===== config.mk =====
export PLATFORM = sky130hd
export DESIGN_NAME = decode_stage_pipe
export DESIGN_NICKNAME = d
export VERILOG_FILES = /design/src/rtl/decode_stage_pipe.sv
export SDC_FILE = /design/constraint.sdc
export NUM_CORES = 1
export LEC_CHECK = 0
export BUFFER_PORTS_ARGS = -buffer_cell sky130_fd_sc_hd__buf_4
export CORE_MARGIN = 1
export CORE_UTILIZATION = 40
export CTS_CLUSTER_SIZE = 20
export DETAILED_ROUTE_END_ITERATION = 12
export HOLD_SLACK_MARGIN = 0.05
export PLACE_DENSITY_LB_ADDON = 0.2
export SLEW_MARGIN = 30
export SYNTH_ARGS = -nofsm -noshare
export SYNTH_HDL_FRONTEND = slang
export SYNTH_SLANG_ARGS = --single-unit

===== constraint.sdc =====
create_clock -name clk -period 2.8 [get_ports clk]
set_input_delay 0.14 -clock clk [delete_from_list [all_inputs] [get_ports clk]]
set_output_delay 0.14 -clock clk [all_outputs]
set_load 0.005 [all_outputs]

===== src/rtl/decode_stage_pipe.sv =====
// Instruction-decode stage: register file, immediate sign-extension, control decode, load-use
// stall and the ID/EX pipeline register. Define DECODE_WB_BYPASS_EN for write-through reads.
module decode_stage_pipe #(
    parameter int unsigned DATA_W = 16,
    parameter int unsigned IMM_W  = 7
) (
    input  logic              clk,
    input  logic              rst,
    input  logic              if_valid,
    input  logic [15:0]       if_instr,
    input  logic              ex_flush,
    input  logic              ex_hold,
    input  logic              wb_reg_write,
    input  logic [2:0]        wb_write_reg,
    input  logic [DATA_W-1:0] wb_write_data,
    output logic              id_stall,
    output logic              ex_valid,
    output logic [DATA_W-1:0] ex_read_data_1,
    output logic [DATA_W-1:0] ex_read_data_2,
    output logic [DATA_W-1:0] ex_imm,
    output logic [2:0]        ex_rs,
    output logic [2:0]        ex_rt,
    output logic [2:0]        ex_rd,
    output logic              ex_reg_dst,
    output logic              ex_alu_src,
    output logic              ex_mem_to_reg,
    output logic              ex_reg_write,
    output logic              ex_mem_read,
    output logic              ex_mem_write,
    output logic              ex_branch,
    output logic [1:0]        ex_alu_op,
    output logic              ex_illegal
);

    typedef struct packed {
        logic              valid;
        logic [DATA_W-1:0] rd1;
        logic [DATA_W-1:0] rd2;
        logic [DATA_W-1:0] imm;
        logic [2:0]        rs;
        logic [2:0]        rt;
        logic [2:0]        rd;
        logic              reg_dst;
        logic              alu_src;
        logic              mem_to_reg;
        logic              reg_write;
        logic              mem_read;
        logic              mem_write;
        logic              branch;
        logic [1:0]        alu_op;
        logic              illegal;
    } id_ex_t;

    logic [2:0]        opcode, rs, rt, rd;
    logic [DATA_W-1:0] regs_q [8];
    logic [DATA_W-1:0] read_data_1, read_data_2;
    logic              rs_used, rt_used, load_use;
    id_ex_t            dec, id_ex_d, id_ex_q;

    assign opcode = if_instr[15:13];
    assign rs     = if_instr[12:10];
    assign rt     = if_instr[9:7];
    assign rd     = if_instr[6:4];

    // Register file; R0 is never written so it always reads as zero.
    always_ff @(posedge clk) begin
        if (rst) begin
            for (int i = 0; i < 8; i++) begin
                regs_q[i] <= '0;
            end
        end else if (wb_reg_write && (wb_write_reg != 3'd0)) begin
            regs_q[wb_write_reg] <= wb_write_data;
        end
    end

    always_comb begin
        read_data_1 = (rs == 3'd0) ? '0 : regs_q[rs];
        read_data_2 = (rt == 3'd0) ? '0 : regs_q[rt];
`ifdef DECODE_WB_BYPASS_EN
        if (wb_reg_write && (wb_write_reg != 3'd0) && (wb_write_reg == rs)) begin
            read_data_1 = wb_write_data;
        end
        if (wb_reg_write && (wb_write_reg != 3'd0) && (wb_write_reg == rt)) begin
            read_data_2 = wb_write_data;
        end
`endif
    end

    always_comb begin
        dec        = '0;
        dec.valid  = 1'b1;
        dec.rd1    = read_data_1;
        dec.rd2    = read_data_2;
        dec.imm    = {{(DATA_W - IMM_W){if_instr[IMM_W-1]}}, if_instr[IMM_W-1:0]};
        dec.rs     = rs;
        dec.rt     = rt;
        dec.rd     = rd;
        rs_used    = 1'b1;
        rt_used    = 1'b0;
        unique case (opcode)
            3'b000: begin
                dec.reg_dst   = 1'b1;
                dec.reg_write = 1'b1;
                dec.alu_op    = 2'b10;
                rt_used       = 1'b1;
            end
            3'b001: begin
                dec.alu_src    = 1'b1;
                dec.mem_to_reg = 1'b1;
                dec.reg_write  = 1'b1;
                dec.mem_read   = 1'b1;
            end
            3'b010: begin
                dec.alu_src   = 1'b1;
                dec.mem_write = 1'b1;
                rt_used       = 1'b1;
            end
            3'b011: begin
                dec.branch = 1'b1;
                dec.alu_op = 2'b01;
                rt_used    = 1'b1;
            end
            3'b100: begin
                dec.alu_src   = 1'b1;
                dec.reg_write = 1'b1;
            end
            default: begin
                dec.illegal = 1'b1;
                rs_used     = 1'b0;
            end
        endcase
    end

    // Load in ID/EX whose destination is a source operand of the instruction in IF/ID.
    assign load_use = id_ex_q.valid && id_ex_q.mem_read && (id_ex_q.rt != 3'd0) && if_valid &&
                      (((id_ex_q.rt == rs) && rs_used) || ((id_ex_q.rt == rt) && rt_used));

    assign id_stall = !rst && !ex_flush && (ex_hold || load_use);

    always_comb begin
        id_ex_d = id_ex_q;
        if (ex_flush) begin
            id_ex_d = '0;
        end else if (ex_hold) begin
            id_ex_d = id_ex_q;
        end else if (load_use || !if_valid) begin
            id_ex_d = '0;
        end else begin
            id_ex_d = dec;
        end
    end

    always_ff @(posedge clk) begin
        if (rst) begin
            id_ex_q <= '0;
        end else begin
            id_ex_q <= id_ex_d;
        end
    end

    assign ex_valid       = id_ex_q.valid;
    assign ex_read_data_1 = id_ex_q.rd1;
    assign ex_read_data_2 = id_ex_q.rd2;
    assign ex_imm         = id_ex_q.imm;
    assign ex_rs          = id_ex_q.rs;
    assign ex_rt          = id_ex_q.rt;
    assign ex_rd          = id_ex_q.rd;
    assign ex_reg_dst     = id_ex_q.reg_dst;
    assign ex_alu_src     = id_ex_q.alu_src;
    assign ex_mem_to_reg  = id_ex_q.mem_to_reg;
    assign ex_reg_write   = id_ex_q.reg_write;
    assign ex_mem_read    = id_ex_q.mem_read;
    assign ex_mem_write   = id_ex_q.mem_write;
    assign ex_branch      = id_ex_q.branch;
    assign ex_alu_op      = id_ex_q.alu_op;
    assign ex_illegal     = id_ex_q.illegal;

endmodule

==> metrics list, run 1 <==
- In this run the core area contains 50 standard-cell rows.
- Across all register-to-register paths, the minimum setup slack is 0.55 ns.
* Fin util: 0.5007
- Slowest-stage cell, CP: or4_1
- The detailed router placed 5245 vias in this run.
- Relative area change from synthesis to final layout: 21.32%
- Post-synthesis net count: 656
- The critical path goes through xor2_1, or4_1, o21ai_2, a31oi_4, buf_4, a22o_1.
- Timing analysis after detailed placement gives a worst setup slack of 0.5508 ns.
- Cts-stage hold buffer count: 13
* I/O Buffers: 109
- Counting flops with a built-in enable in the synthesized netlist gives 112.
- Including well taps, the total number of placed cells is 941.
- Headroom to the max-slew limit came out at 0.4329.
- Worst path setup slack after routing: 0.5539 ns
- Signal arrival time at the worst endpoint: 2.56 ns
- Total clock buffers created by CTS: 17
- The path with the worst hold slack has its endpoint at regs_q[3][5].
* Worst R2R Start: ex_rt[2]
- The initial antenna violation count came to 0.
* HPWL after detailed placement: 12.90 mm
- The first global-routing pass estimated 29.81 mm of wire.
- In this design, the stage delay of the slowest critical-path cell is 0.53 ns.
* Overall Global Routing Usage: 0.1989
- The run finished with clean final reports.
- Fraction of the yosys area taken by sequential cells: 0.5681
* Antenna diodes: 0
* Switching part of the total: 0.2262
* Total negative setup slack: 0 ns
- Measured along the y axis, the die boundary spans 141.8 um.
- Entering global routing, the biggest net connects 36 pins.
- Of the total synthesized cell area, the portion taken by XOR and XNOR cells is 0.006718.
- At the worst endpoint, the required time is 3.11 ns.
- Total setup buffers inserted after CTS: 0
- Of the total synthesized cell area, the portion taken by full adders, half adders and majority gates is 0.
- The internal power of the cells totals 0.004301 W.
* Fraction of final layout cells sized beyond drive strength 1: 0.2934
- After layout, the minimum clock period comes to 2.246 ns.
- In the synthesized netlist, the number of instances is 615.
* Part of the power in combinational logic: 0.100
* Wire length per cell: 19.29 um
- Counting flops per register, the top entry is regs_q.
* Number of failing setup endpoints in the final timing report: 0
- Timing would allow up to 0.4452 GHz.
* Critical path buffers and inverters: 1
- The worst register-to-register path ends at ex_read_data_2[12].
- The startpoint identified for the worst hold timing path is wb_write_data[5].
* Critical path startpoint category: flop
- For this design, the sink count on the clock tree is 166.
* Fraction of registers with async set/reset: 0
- Area of the die: 20120 um2
- Clock Path Buffers: 2
* Actual transition at the worst max-transition pin: 0.8506 ns
- Of the total synthesized cell area, the portion taken by AND, OR, NAND and NOR gates is 0.1372.
* Pwr per Cell Area: 585.7 nW/um2
- Predominant post-synthesis flop cell: edfxtp_1
- Post-CTS repair changed the size of 0 cells.
- Of the total power, the clock network draws 0.396.
* Max Transition Viols Final: 0
- The synthesized netlist contains 38 unique library cells.
- Each instance of the synthesized netlist takes up on average 12.72 um2.
* Global placer's final weighted congestion: 0.7636
* Largest family of logic cells by synthesized area: simple AND/OR/NAND/NOR gates
- For this run, the number of standard cells in the final layout without fillers is 986.
- CTS built an H-tree with a depth of 4.
- Hold timing on the final database bottoms out at a slack of 0.06071 ns.
- Number of detailed-route iterations in the first pass: 7
- Via-to-Cell Ratio: 5.319
* Via count of the first global-routing pass: 5391
- Global-route congestion overflow total: 0
- Reg2Reg Depth: 6
- The detailed router finished its first iteration with 303 violations.
- The library cell used most frequently in the layout, excluding fill and tap cells, is buf_4.
- Broken down by cell family, the worst path's largest delay share belongs to compound AO/OA/AOI/OAI gates.
* Type of the tightest min-delay check: input port to flop
- Mux share of post-synthesis cell area: 0.1356
* Unrepaired setup endpoints after global routing: false
- Root Buffer Master: clkbuf_16
- In the layout the commonest cells are 125 x buf_4, 113 x and2_1, 112 x edfxtp_1.
* Clock-pin slew on the worst setup and hold paths: 0.06 ns
- The initial utilization of the core area, before any placement, comes to 0.4127.
- Number of storage elements in the synthesis netlist: 166
- The hold violation total from the final report was 0.
- Clock insertion delay at the later pin of the skew report: 0.42 ns
- Max-cap viol count: 0
* Leakage component of the power: 3.696 nW
- Worst Skew: 0.007329 ns
- The worst hold path was traced through 2 stages.
- Maximum ir drop on the vdd rail: 0.3203 mV
- 110 I/O pins were placed.
- For this run, design rule violations remaining after detail routing come to 0.
- Antenna Nets Post-Route: 0
* Warnings, synthesis: 0
- Final routed wirelength across all metal layers: 19.02 mm
* Max Fanout on Critical Path: 30
* Core box area: 18960 um2
* Critical path endpoint category: flop
- Crit Path Category: flop to flop
- The die is 141.8 um wide.
- The share of the synthesized area in compound gates (AO/OA/AOI/OAI) is 0.1126.
* Final worst-path cycle share: 0.8022
* Clock tree from TritonCTS: built
* Reg power frac: 0.503
* Flip-flop count of the largest register, all copies and words added: 112
* Number of nets in the layout: 754
* Area of the mapped netlist: 7823 um2
- For this design the total switching power over the nets is 0.001257 W.
-- layer usage --
layer | GRT usage | vias up | routed length, um
met2 | 0.3288 | 194 | 9125
met1 | 0.2581 | 2563 | 8551
met4 | 0.06961 | 0 | 258
li1 | - | 2465 | -
met3 | 0.04320 | 23 | 1084
met5 | 0 | - | 0
-- worst max path at each step --
| stage | startpoint | to | slack [ns] | depth (start not counted) |
|---|---|---|---|---|
| after floorplan | ex_rt[2] | ex_mem_write | 0.96 | 6 |
| after global placement | if_instr[8] | ex_read_data_1[12] | 0.64 | 7 |
| after detailed placement | ex_rt[2] | ex_read_data_2[9] | 0.55 | 6 |
| after CTS | ex_rt[2] | ex_read_data_2[12] | 0.55 | 6 |
| after global routing | ex_rt[2] | ex_read_data_2[9] | 0.43 | 6 |
| final | ex_rt[2] | ex_read_data_2[12] | 0.55 | 6 |
-- cell families (layout without fill, tap and decap cells) --
| kind of cell | after synthesis | in the layout |
|---|---|---|
| AND/OR/NAND/NOR | 194 | 194 |
| flip-flops | 166 | 166 |
| AO/OA/AOI/OAI | 124 | 124 |
| multiplexers | 64 | 64 |
| buffers and inverters | 61 | 172 |
| XOR/XNOR | 6 | 6 |
-- per-stage QoR --
stage	power, W	cell area, um2
3_5_place_dp	0.003393	8793
2_1_floorplan	0.003166	7823
5_1_grt	0.005751	9490
6_report	0.005558	9490
3_3_place_gp	0.003373	8793
4_1_cts	0.005587	9490
-- power by group through the flow --
stage	registers, W	clock network (W)	logic, W
finish	0.00280	0.00220	0.000558
floorplan	0.00283	0	0.000338
global placement	0.00284	0	0.000535
detailed placement	0.00285	0	0.000544
global route	0.00281	0.00234	0.000605
CTS	0.00280	0.00223	0.000560
-- cell usage after synthesis, drive strengths merged, types with 2 or more instances --
library cell    n  area, um2
nor2           24      90.09
xnor2           3      26.28
xor2            3      26.28
buf            28      186.4
o21ai          36      183.9
a31oi           2      18.77
and2          114      713.2
edfxtp        112       3363
nor2b           4      25.02
nand3b          2      15.01
nand2          34      127.6
nand2b          2      12.51
a22o           46      402.9
and3            2      12.51
a32o            6      60.06
or2             7      43.79
a22oi          16      120.1
dfxtp          54       1081
mux4           32      720.7
mux2           16      180.2
a21oi          16      80.08
mux2i          16      160.2
clkbuf         31      116.4
-- cell type report --
cell class | instances | area, um2
Inverter | 2 | 7.507
Clock buffer | 26 | 530.5
Timing Repair Buffer | 138 | 1069
Fill cell | 1640 | 9465
Multi-Input combinational cell | 388 | 3078
Sequential cell | 166 | 4444
Clock inverter | 6 | 36.28
Tap cell | 260 | 325.3
Power figures use the tool's default switching activity.
==> run 2, diff against run 1 <==
==> constraint.sdc (replaced) <==
create_clock -name clk -period 2.1 [get_ports clk]
set_input_delay 0.105 -clock clk [delete_from_list [all_inputs] [get_ports clk]]
set_output_delay 0.105 -clock clk [all_outputs]
set_load 0.005 [all_outputs]
==> metrics list, run 2 (synthesis results as in run 1) <==
- The flow ran to the end, and the final reports show no timing, DRC or antenna violations.
* Via count of the first global-routing pass: 5445 (+1.0%)
- Sequential cell area: 4449 um2 (+0.11%)
* Clock tree from TritonCTS: built
- Post-layout power: 0.007617 W (+37%)
- Area occupied by multi-input gates: 3078 um2 (unchanged)
* Antenna violations before repair: 0 (unchanged)
- The core area came to 18960 um2 (unchanged).
- Clock insertion delay at the later pin of the skew report: 0.43 ns (about the same)
- The die boundary height was 141.8 um (unchanged).
- The fill cell instance count of the final layout was 1636 (-0.24%).
* Cell area after layout: 9708 um2 (+2.3%)
- The largest individual stage delay along the critical path comes from the cell or4_1.
* Crit Path Category: flop to output port
* Antenna Nets Post-Route: 0 (unchanged)
* Reg power frac: 0.489 (-0.014)
* Max stage delay on crit path: 0.54 ns (about the same)
- The buffer levels on the longest clock path came to 2 (unchanged).
- The global placement routability congestion is 0.8548 (+12%).
- The initial core utilization was 0.4127 (unchanged).
* Number of nets in the layout: 772 (+2.4%)
- Number of failing setup endpoints in the final timing report: 0 (unchanged)
* Final Hold Violating Endpoints: 0 (unchanged)
* Maximum ir drop on the vdd rail: 0.3503 mV (+9.4%)
- For this run, the top clock speed supported by timing is 0.4808 GHz.
- Placed Area: 8856 um2 (+0.71%)
* Max-cap viol count: 0 (unchanged)
- I/O Buffers: 109 (unchanged)
* Cells along the critical path: xor2_1, or4_1, o21ai_2, and3_1, o21a_1, buf_4
* Number of DRC violations after detailed-routing iteration 0: 324 (+6.9%)
- The static power due to leakage was 3.786 nW (+2.4%).
- Total clock buffers created by CTS: 17 (unchanged)
* DR DRC count: 0 (unchanged)
* Clock share of power: 0.408 (+0.012)
* Type of the tightest min-delay check: input port to flop
* CTS Sinks: 166 (unchanged)
- Register with the most flip-flops: regs_q
* Switching power: 0.001744 W (+39%)
- The area of the die was 20120 um2 (unchanged).
* Actual transition at the worst max-transition pin: 0.6086 ns (-0.2420 ns)
- I/O pins: 110 (unchanged)
- The first-pass detailed-route iteration total is 5 (-2).
- The number of pins with negative max-slew slack in the final report is 0 (unchanged).
- Maximum number of pins on one net before global-route repair: 55 (+53%)
* Number of levels in the clock H-tree: 4 (unchanged)
- Leaving out fill and tap cells, the most frequent cell in the layout is buf_4.
* HPWL after detailed placement: 12.91 mm (+0.11%)
- The average vias per placed instance was 5.349 (+0.56%).
* Worst Skew: 0.006812 ns (-0.0005172 ns)
- Leaving out fill and tap cells, the most frequent cells in the layout are 130 x buf_4, 113 x and2_1, 112 x edfxtp_1.
* Min Clock Period, post-route: 2.080 ns
- First-pass GRT wire length: 30.06 mm (+0.86%)
- The area growth from synthesis to layout is 24.10%.
- Flip-flop count of the largest register, all copies and words added: 112 (unchanged)
- The arrival time at the worst endpoint came to 1.98 ns (-0.58 ns).
- The number of standard-cell rows in the floorplan is 50 (unchanged).
- Global-route congestion overflow total: 0 (unchanged)
- The die span in x came to 141.8 um (unchanged).
- Root Buffer Master: clkbuf_16
* Internal power: 0.005874 W (+37%)
* Critical path startpoint category: flop
* Clock-pin slew on the worst setup and hold paths: 0.06 ns (about the same)
- The detailed-route via count is 5376 (+2.5%).
- The power per standard cell area is 784.6 nW/um2 (+34%).
* Max Fanout on Critical Path: 2 (-93%)
- The total length of routed wires is 19.80 mm (+4.1%).
* Critical path endpoint category: output port
* Final worst-path cycle share: 0.9905
- Required arrival time at the worst endpoint: 2.00 ns (-1.11 ns)
- Part of the power in combinational logic: 0.102 (+0.002)
- The headroom to the max-slew limit came to 0.5943 (+0.1613).
* Wire length per cell: 19.70 um (+2.1%)
- Overall Global Routing Usage: 0.2036 (+0.004767)
* Switching part of the total: 0.2289 (+0.002726)
- Fraction of final layout cells sized beyond drive strength 1: 0.2970 (+0.003655)
- Fin util: 0.5121 (+0.01148)
* Unrepaired setup endpoints after global routing: true
==> run 2: cell count changes in the layout (fill, tap and decap cells not counted), sizes merged <==
cell	previous run	this run
buf	125	132
clkinvlp	0	1
clkinv	5	11
dlygate4sd3	13	24
clkbuf	26	18
diode	0	1
inv	3	1
bufinv	0	3
==> run 2: area by class of cell <==
cell class	instances	area share
clock buffer	18	0.04421
tap	260	0.03351
antenna	1	0.0002578
inverter	2	0.0007733
timing repair buffer	156	0.1294
multi-input combinational	388	0.3171
clock inverter	14	0.01650
sequential	166	0.4583
==> run 2: path summary, 6_finish.rpt <==
kind              startpoint           endpoint  slack (ns)  cells after the start
setup reg to reg    ex_rt[1]  ex_read_data_1[4]        0.12                      7
hold / removal       ex_hold         ex_illegal        0.07                      3
setup / recovery    ex_rt[1]           id_stall        0.02                      6
hold reg to reg   ex_illegal         ex_illegal        0.47                      2
==> run 2: power by group through the flow <==
stage	Clock, W	Combinational [W]	Sequential [W]
after floorplan	0	0.000451	0.00377
after CTS	0.00316	0.000781	0.00372
after global placement	0	0.000728	0.00378
after detailed placement	0	0.000741	0.00380
final	0.00311	0.000781	0.00373
after global routing	0.00327	0.000839	0.00374
==> run 2: routing by layer <==
metal	wire, um	global-route usage	share of wire
met5	0	0	0
met4	267	0.06791	0.013
met3	1254	0.03982	0.063
met2	9742	0.3498	0.49
met1	8531	0.2574	0.43
==> run 2: worst max-delay path: cells and delay by family (launching register included) <==
family	cells	cell delay [ns]
buffers and inverters	1	0.10
AND/OR/NAND/NOR	2	0.71
flip-flops	1	0.34
AO/OA/AOI/OAI	2	0.27
XOR/XNOR	1	0.13
==> run 2: through the flow <==
stage / TNS (ns) / cells / worst slack, ns / hold slack (ns)
finish: 0 / 1005 / 0.01999 / 0.06594
global placement: 0 / 946 / 0.1754 / 0.3178
detailed placement: 0 / 946 / 0.1006 / 0.3194
floorplan: 0 / 615 / 0.2620 / 0.2307
CTS: -0.007631 / 1004 / -0.007631 / 0.06038
global route: -0.07308 / 1004 / -0.07308 / 0.07433
==> run 2: what timing repair did <==
action / in CTS / in global routing
endpoints found under the setup margin: 1 / 1
resized for setup: 3 / 0
hold endpoints to repair: 120 / 0
pin swaps: 5 / 1
setup buffers: 2 / 0
hold buffers: 24 / 0
